===== src/rtl/countdown_timer_if.sv =====
// rtl/countdown_timer_if.sv - command/status bundle for the BCD countdown timer
interface countdown_timer_if;
    logic        i_load;
    logic [23:0] i_bcd_preset;
    logic        i_start;
    logic        i_pause;
    logic [23:0] o_bcd_time;
    logic        o_running;
    logic        o_done;
    logic        o_expired;
    logic        o_preset_err;

    modport master (
        output i_load, i_bcd_preset, i_start, i_pause,
        input  o_bcd_time, o_running, o_done, o_expired, o_preset_err
    );

    modport slave (
        input  i_load, i_bcd_preset, i_start, i_pause,
        output o_bcd_time, o_running, o_done, o_expired, o_preset_err
    );
endinterface


===== src/rtl/countdown_timer.sv =====
// rtl/countdown_timer.sv - m:ss.mmm BCD countdown timer with ms prescaler
module countdown_timer #(
    parameter int CLK_DIV = 1000
) (
    input logic          i_clk,
    input logic          i_rst,
    countdown_timer_if.slave bus
);
    typedef enum logic [1:0] {IDLE, RUN, PAUSED, EXPIRED} state_t;

    localparam logic [15:0] LAST = 16'(CLK_DIV - 1);

    state_t      state;
    logic [15:0] presc;
    logic [23:0] time_q;
    logic [23:0] time_dec;
    logic        running_q;
    logic        done_q;
    logic        expired_q;
    logic        err_q;
    logic        preset_valid;
    logic        tick;
    logic        dec_zero;

    assign bus.o_bcd_time   = time_q;
    assign bus.o_running    = running_q;
    assign bus.o_done       = done_q;
    assign bus.o_expired    = expired_q;
    assign bus.o_preset_err = err_q;

    assign preset_valid = (bus.i_bcd_preset[23:20] <= 4'd9) && (bus.i_bcd_preset[19:16] <= 4'd5) &&
                          (bus.i_bcd_preset[15:12] <= 4'd9) && (bus.i_bcd_preset[11:8]  <= 4'd9) &&
                          (bus.i_bcd_preset[7:4]   <= 4'd9) && (bus.i_bcd_preset[3:0]   <= 4'd9);
    assign tick     = (presc == LAST);
    assign dec_zero = (time_dec == 24'd0);

    // Ripple a 1 ms borrow up through the digits; sec tens wraps to 5, minutes saturate.
    always_comb begin
        logic       borrow;
        logic [3:0] d;
        time_dec = time_q;
        borrow   = 1'b1;
        d        = 4'd0;
        for (int i = 0; i < 5; i++) begin
            d = time_q[i*4 +: 4];
            if (borrow) begin
                if (d == 4'd0) begin
                    time_dec[i*4 +: 4] = (i == 4) ? 4'd5 : 4'd9;
                end else begin
                    time_dec[i*4 +: 4] = d - 4'd1;
                    borrow = 1'b0;
                end
            end
        end
        if (borrow && (time_q[23:20] != 4'd0)) begin
            time_dec[23:20] = time_q[23:20] - 4'd1;
        end
    end

    always_ff @(posedge i_clk) begin
        if (i_rst) begin
            state     <= IDLE;
            presc     <= 16'd0;
            time_q    <= 24'd0;
            running_q <= 1'b0;
            done_q    <= 1'b0;
            expired_q <= 1'b0;
            err_q     <= 1'b0;
        end else begin
            done_q <= 1'b0;
            err_q  <= 1'b0;
            if (bus.i_load) begin
                if (preset_valid) begin
                    time_q    <= bus.i_bcd_preset;
                    presc     <= 16'd0;
                    state     <= IDLE;
                    running_q <= 1'b0;
                    expired_q <= 1'b0;
                end else begin
                    err_q <= 1'b1;
                end
            end else begin
                case (state)
                    IDLE: begin
                        if (!bus.i_pause && bus.i_start) begin
                            if (time_q != 24'd0) begin
                                state     <= RUN;
                                presc     <= 16'd0;
                                running_q <= 1'b1;
                            end else begin
                                state     <= EXPIRED;
                                done_q    <= 1'b1;
                                expired_q <= 1'b1;
                            end
                        end
                    end
                    RUN: begin
                        // The zeroing tick outranks a simultaneous pause.
                        if (tick && dec_zero) begin
                            time_q    <= 24'd0;
                            presc     <= 16'd0;
                            state     <= EXPIRED;
                            done_q    <= 1'b1;
                            running_q <= 1'b0;
                            expired_q <= 1'b1;
                        end else if (bus.i_pause) begin
                            state     <= PAUSED;
                            running_q <= 1'b0;
                        end else if (tick) begin
                            time_q <= time_dec;
                            presc  <= 16'd0;
                        end else begin
                            presc <= presc + 16'd1;
                        end
                    end
                    PAUSED: begin
                        if (!bus.i_pause && bus.i_start) begin
                            state     <= RUN;
                            running_q <= 1'b1;
                        end
                    end
                    default: begin
                    end
                endcase
            end
        end
    end
endmodule

===== src/flat_wrapper.sv =====
// flat-port wrapper written by rule: the top's interface ports become plain ports
module countdown_timer_flat 
#(
    parameter int CLK_DIV = 1000
)
  (i_clk, i_rst, bus_i_load, bus_i_bcd_preset, bus_i_start, bus_i_pause, bus_o_bcd_time, bus_o_running, bus_o_done, bus_o_expired, bus_o_preset_err);
  countdown_timer_if bus_i ();
  input logic i_clk;
  input logic i_rst;
  input wire logic [$bits(bus_i.i_load)-1:0] bus_i_load;
  input wire logic [$bits(bus_i.i_bcd_preset)-1:0] bus_i_bcd_preset;
  input wire logic [$bits(bus_i.i_start)-1:0] bus_i_start;
  input wire logic [$bits(bus_i.i_pause)-1:0] bus_i_pause;
  output wire logic [$bits(bus_i.o_bcd_time)-1:0] bus_o_bcd_time;
  output wire logic [$bits(bus_i.o_running)-1:0] bus_o_running;
  output wire logic [$bits(bus_i.o_done)-1:0] bus_o_done;
  output wire logic [$bits(bus_i.o_expired)-1:0] bus_o_expired;
  output wire logic [$bits(bus_i.o_preset_err)-1:0] bus_o_preset_err;
  assign bus_i.i_load = bus_i_load;
  assign bus_i.i_bcd_preset = bus_i_bcd_preset;
  assign bus_i.i_start = bus_i_start;
  assign bus_i.i_pause = bus_i_pause;
  assign bus_o_bcd_time = bus_i.o_bcd_time;
  assign bus_o_running = bus_i.o_running;
  assign bus_o_done = bus_i.o_done;
  assign bus_o_expired = bus_i.o_expired;
  assign bus_o_preset_err = bus_i.o_preset_err;
  countdown_timer #(.CLK_DIV(CLK_DIV)) u_core (.i_clk(i_clk), .i_rst(i_rst), .bus(bus_i));
endmodule

===== config.mk =====
export PLATFORM = sky130hd
export DESIGN_NAME = countdown_timer_flat
export DESIGN_NICKNAME = d
export VERILOG_FILES = /design/src/rtl/countdown_timer_if.sv /design/src/rtl/countdown_timer.sv /design/src/flat_wrapper.sv
export SDC_FILE = /design/constraint.sdc
export NUM_CORES = 1
export LEC_CHECK = 0
export CELL_PAD_IN_SITES_DETAIL_PLACEMENT = 0
export CELL_PAD_IN_SITES_GLOBAL_PLACEMENT = 2
export CORE_MARGIN = 5
export CORE_UTILIZATION = 33
export CTS_BUF_LIST = sky130_fd_sc_hd__clkbuf_4 sky130_fd_sc_hd__clkbuf_8
export DETAILED_ROUTE_END_ITERATION = 12
export PLACE_DENSITY = 0.95
export SLEW_MARGIN = 15
export SYNTH_ARGS = -nofsm -noshare
export SYNTH_HDL_FRONTEND = slang
export SYNTH_SLANG_ARGS = --single-unit

===== constraint.sdc =====
create_clock -name i_clk -period 4.89 [get_ports i_clk]
set_input_delay 1.467 -clock i_clk [delete_from_list [all_inputs] [get_ports i_clk]]
set_output_delay 1.467 -clock i_clk [all_outputs]
set_load 0.02 [all_outputs]

# Yosys cells after proc, flatten, opt, wreduce, memory -nomap -nowiden
# Index checks and enable logic that the tools add are counted.
# op_classes
n_addsub	7
n_mul	0
n_div	0
order_cmp	6
n_eq_ne	12
n_shift	0
mux	59
bitwise	1
reduce_logical	29
# op_table
op	count
$mux 24	6
$mux 16	7
$mux 4	10
$pmux 16 s2	1
$logic_not 24->1	1
$mux 1	24
$reduce_bool 24->1	1
$sub 4x1->4 const B	6
$le 4x4->1 const B	5
$logic_not 4->1	5
$add 16x1->16 const B	1
$eq 16x10->1 const B	1
$ne 3x2->1 const B	5
$reduce_and 5->1	3
$mux 2	7
$logic_and 1x1->1	8
$ne 4x3->1 const B	2
$reduce_bool 4->1	2
$pmux 2 s3	1
$reduce_and 6->1	1
$reduce_bool 3->1	2
$le 4x3->1 const B	1
$pmux 1 s2	2
$reduce_and 4->1	1
10 further kinds	11
# word_totals
regBits	46
latchBits	0
ramBits	0
rom_bits	0
in_bits	29
memories	0

# Depth between registers and ports, before layout
# logic_depth
word_depth	13
ltp_mapped	11
depth_no_buf	9

# Worst setup path before layout
# OpenSTA, ideal clock, no wires.
# synth_path
path_kind	input to register
startpoint	in bus_i_load
endpoint	reg u_core.time_q[5] (netlist: u_core.bus.o_bcd_time[5])
t_arrival_ns	3.311
t_required_ns	4.773
setup_slack_ns	1.462
path_stages	8
n_path_buf	2
cell_sequence	clkbuf_1 > inv_1 > or3_1 > buf_1 > a211oi_1 > a31oi_1 > or3_1 > a32o_1
# synth_between
elab_chain_len	2
# synth_rtl
item	line	text
from (decl)	flat_wrapper.sv:10	input wire logic [$bits(bus_i.i_load)-1:0] bus_i_load;
$ne 3x2->1 (no source line) (tied with other cells)	-	
$reduce_and 4->1 (no source line)	-	
to (signal assigned)	countdown_timer.sv:74	time_q <= bus.i_bcd_preset;
to (signal assigned)	countdown_timer.sv:110	time_q <= time_dec;
to (decl)	countdown_timer.sv:15	logic [23:0] time_q;
# Parallel ways exist; a longest one is shown, timed or not.
# A chain may end at the register's enable or synchronous reset.

# Worst setup path in the final report
# layout_path
startpoint	in bus_i_bcd_preset[1]
endpoint	reg u_core.time_q[5] (netlist: u_core.bus.o_bcd_time[5])
# layout_between
elab_chain_len	4
# layout_rtl
item	line	text
from (decl)	flat_wrapper.sv:11	input wire logic [$bits(bus_i.i_bcd_preset)-1:0] bus_i_bcd_preset;
$le 4x4->1	countdown_timer.sv:33	(bus.i_bcd_preset[7:4] <= 4'd9) && (bus.i_bcd_preset[3:0] <= 4'd9);
$logic_and 1x1->1	countdown_timer.sv:33	
$ne 2x1->1 (no source line)	-	
$reduce_and 4->1 (no source line)	-	
# No other way between the ends.

==> out/results.tsv <==
stage	metric	value	unit
finish	drive_above_1_share	6.751	%
power	p_leak	1.360	nW
die	dieArea	11700	um2
setup_path	required	5.10	ns
cts	cts_buffer_depth	2	
routing	viasPerCell	6.060	
finish	fin_nets	508	
timing	tightest_slew	1.151	ns
setup_path	cp_slowest_cell	or3_1	
logic_synthesis	ys_seq_elements	46	
routing	wl	10620	um
die	fp.dieW	108.2	um
die	fp-row-count	35	
die	coreArea	9328	um2
logic_synthesis	yosysSeqAreaShare	28.95	%
placement	portBuffers	56	
cts	cts_setup_buffers	0	
cts	cts.reportedPaths.clkPinSlew	0.10	ns
finish	fin_cells	603	
die	initial_core_util	34.10	%
routing	drt-wirelength-per-cell	17.61	um
routing	first_pass_iters	7	
timing	setup_tns	0	ns
timing	finalHoldViolCount	0	
routing	vias	3654	
cts	clockRootBuffer	clkbuf_8	
setup_path	cpMostUsedCell	or3_1	
grt	grt_max_degree	55	
logic_synthesis	synth_edf_count	0	
setup_path	worst_setup_path_end_kind	flop	
grt	groute.usage.overall	18.06	%
placement	finalWeightedCongestion	0.8587	
setup_path	critPathArrivalTime	4.18	ns
timing	fin_skew	0.01282	ns
cts	post_cts_resized	0	
run	drv_cap	0	
placement	hpwl	7554	um
cts	cts_tree	done	
finish	area_growth	23.92	%
setup_path	rr_worst_depth	7	
logic_synthesis	syn_inst	434	
logic_synthesis	syn-cell-area	3181	um2
timing	finalSetupViolCount	0	
setup_path	cp_max_fo	10	
grt	grt-ovfl-total	0	
logic_synthesis	syn_nets	468	
setup_path	crit_type	input pin to flop	
timing	period_share	81.30	%
cts	clkLatencyLatePin	0.31	ns
timing	slew_headroom	22.73	%
setup_path	worstPathCellList	clkdlybuf4s50_1, o21ai_0, nand4_1, or3_1, a211oi_1, a31oi_1, or3_1, a32o_1	
grt	grt_pass1_vias	3282	
grt	antenna_found_initial	0	
routing	postRouteAntennaNets	0	
timing	finalCriticalPeriod	3.976	ns
routing	drt_iter0_markers	279	
logic_synthesis	yosys_warnings	0	
grt	grt_pass1_wl	17170	um
setup_path	crit_cells	8	
logic_synthesis	async_flop_share	0	%
cts	htree_levels	2	
timing	rsz0062_at_grt	false	
setup_path	cp-start-kind	input pin	
die	die_h	108.2	um
setup_path	critPathTopFamily	simple AND/OR/NAND/NOR gates	
min_path	holdPathStages	2	
cts	cts_hold_buf	0	
status	status	finished, final reports clean	
die	io_pins	57	
routing	route.detailed.drc	0	
min_path	hp-class	flop to flop	
power	ir_drop	0.1491	mV
timing	timing_max_transition_violations_final	0	
finish	antenna_cells	0	
setup_path	crit_buf_inv	1	
power	powerDensity	215.8	nW/um2
timing	max_freq	0.2515	GHz
setup_path	max_stage_delay	0.54	ns
logic_synthesis	ys.flop_type	dfxtp_1	
cts	cts-buffers-inserted	5	
logic_synthesis	avgSynthCellArea	7.328	um2
cts	cts.sink_count	46	
placement	placed_cells	596	
logic_synthesis	yosysUniqueCellTypes	53	
per-stage QoR:
step / worst slack [ns] / power (W) / hold WS [ns] / utilization [%] / instance area (um2)
2_1_floorplan: 1.462 / 0.0004935 / 0.4620 / - / 3181
6_report: 0.9145 / 0.0008504 / 0.4731 / 42.25 / 3941
5_1_grt: 0.7740 / 0.0008966 / 0.4933 / 42.25 / 3941
3_3_place_gp: 0.7756 / 0.0005555 / 0.4532 / 41.05 / 3829
4_1_cts: 0.9955 / 0.0008580 / 0.4702 / 42.25 / 3941
3_5_place_dp: 0.6952 / 0.0005564 / 0.4543 / 41.05 / 3829
kinds of logic (layout without fill, tap and decap cells):
logic type,count (synthesis),after routing,synth area share (%)
simple gates,204,204,34.89
mux,1,1,0.3540
buf+inv,43,83,5.704
fa+ha+maj,5,5,1.967
xor+xnor,3,3,0.8263
flops,46,46,28.95
compound gates,132,132,27.30
worst paths after layout:
kind                            slack [ns]                       from                        end
worst max register to register        1.33  u_core.bus.o_bcd_time[10]            u_core.presc[7]
worst min-delay path                  0.47  u_core.bus.o_bcd_time[19]  u_core.bus.o_bcd_time[19]
worst min register to register        0.47  u_core.bus.o_bcd_time[19]  u_core.bus.o_bcd_time[19]
worst max-delay path                  0.91        bus_i_bcd_preset[1]   u_core.bus.o_bcd_time[5]
area by class of cell:
type / count / area (um2)
Sequential cell: 46 / 920.9
Inverter: 10 / 37.54
Clock buffer: 6 / 82.58
Timing Repair Buffer: 66 / 630.6
Clock inverter: 1 / 30.03
Tap cell: 129 / 161.4
Multi-Input combinational cell: 345 / 2078
Fill cell: 967 / 5386
power by group:
group | total [W] | switching [W] | internal (W)
registers | 0.000386 | 0.00000614 | 0.000380
clock network | 0.000301 | 0.000137 | 0.000164
logic | 0.000163 | 0.0000987 | 0.0000647
cell usage after synthesis, types with 2 or more instances:
| library cell | instances | share of area [%] |
|---|---|---|
| dfxtp_1 | 46 | 29 |
| nor2_1 | 40 | 4.7 |
| a21oi_1 | 36 | 5.7 |
| nand2_1 | 31 | 3.7 |
| nor3_1 | 31 | 4.9 |
| clkbuf_1 | 25 | 3.0 |
| nand3_1 | 21 | 3.3 |
| o21ai_0 | 18 | 2.8 |
| nand4_1 | 16 | 3.1 |
| o31ai_1 | 16 | 3.8 |
| a31oi_1 | 14 | 2.8 |
| nor4_1 | 13 | 2.6 |
| and3_1 | 12 | 2.4 |
| inv_1 | 10 | 1.2 |
| or3_1 | 10 | 2.0 |
| o211ai_1 | 9 | 2.1 |
| o22ai_1 | 7 | 1.4 |
| ha_1 | 5 | 2.0 |
| o21a_1 | 5 | 1.2 |
| o41ai_1 | 5 | 1.4 |
| a211oi_1 | 4 | 0.94 |
| and2_1 | 4 | 0.79 |
| buf_2 | 4 | 0.63 |
| nor2b_1 | 4 | 0.79 |
| or4b_2 | 4 | 1.3 |
| nor3b_1 | 3 | 0.71 |
| o221ai_1 | 3 | 0.83 |
| a211o_1 | 2 | 0.55 |
| a31o_2 | 2 | 0.55 |
| a32o_1 | 2 | 0.63 |
| buf_1 | 2 | 0.24 |
| buf_6 | 2 | 0.71 |
| nand3b_1 | 2 | 0.47 |
| nor4_4 | 2 | 1.3 |
| nor4b_1 | 2 | 0.55 |
| nor4bb_1 | 2 | 0.63 |
| o2111ai_1 | 2 | 0.55 |
| or2_2 | 2 | 0.39 |
| xnor2_1 | 2 | 0.55 |
metal layers:
layer / up-vias / share of wire [%] / global-route usage, %
li1: 1745 / - / -
met1: 1738 / 48 / 26.05
met2: 151 / 43 / 27.18
met3: 20 / 7.4 / 3.821
met4: 0 / 1.5 / 4.869
met5: - / 0 / 0
cells in the final DEF (no fill, tap or decap), drive strengths merged, types with 5 or more instances in the layout:
cell	count
o211ai	9
nor4	15
o21a	5
ha	5
o31ai	16
buf	11
o21ai	19
clkdlybuf4s50	55
inv	10
nand4	17
nand2	31
o41ai	5
a31oi	14
nand3	21
o22ai	7
and3	12
nor2	40
clkbuf	6
dfxtp	46
or3	10
nor3	31
a21oi	36
state kept, by name, indices dropped and copies added (netlist names):
register / flops
u_core.state: 2
u_core.bus.o_bcd_time: 24
u_core.bus.o_expired: 1
u_core.presc: 16
u_core.bus.o_running: 1
u_core.bus.o_done: 1
u_core.bus.o_preset_err: 1
worst reg2reg max path, stage by stage (launching register included):
cell and delay [ns]:
dfxtp_1 0.38, nor2_1 0.49, nand4_2 0.31, or3_1 0.58, o32a_1 0.44, o21ai_1 0.91
nand4_1 0.19, a21oi_1 0.19
Note: power is estimated with default switching activity, not from simulation.
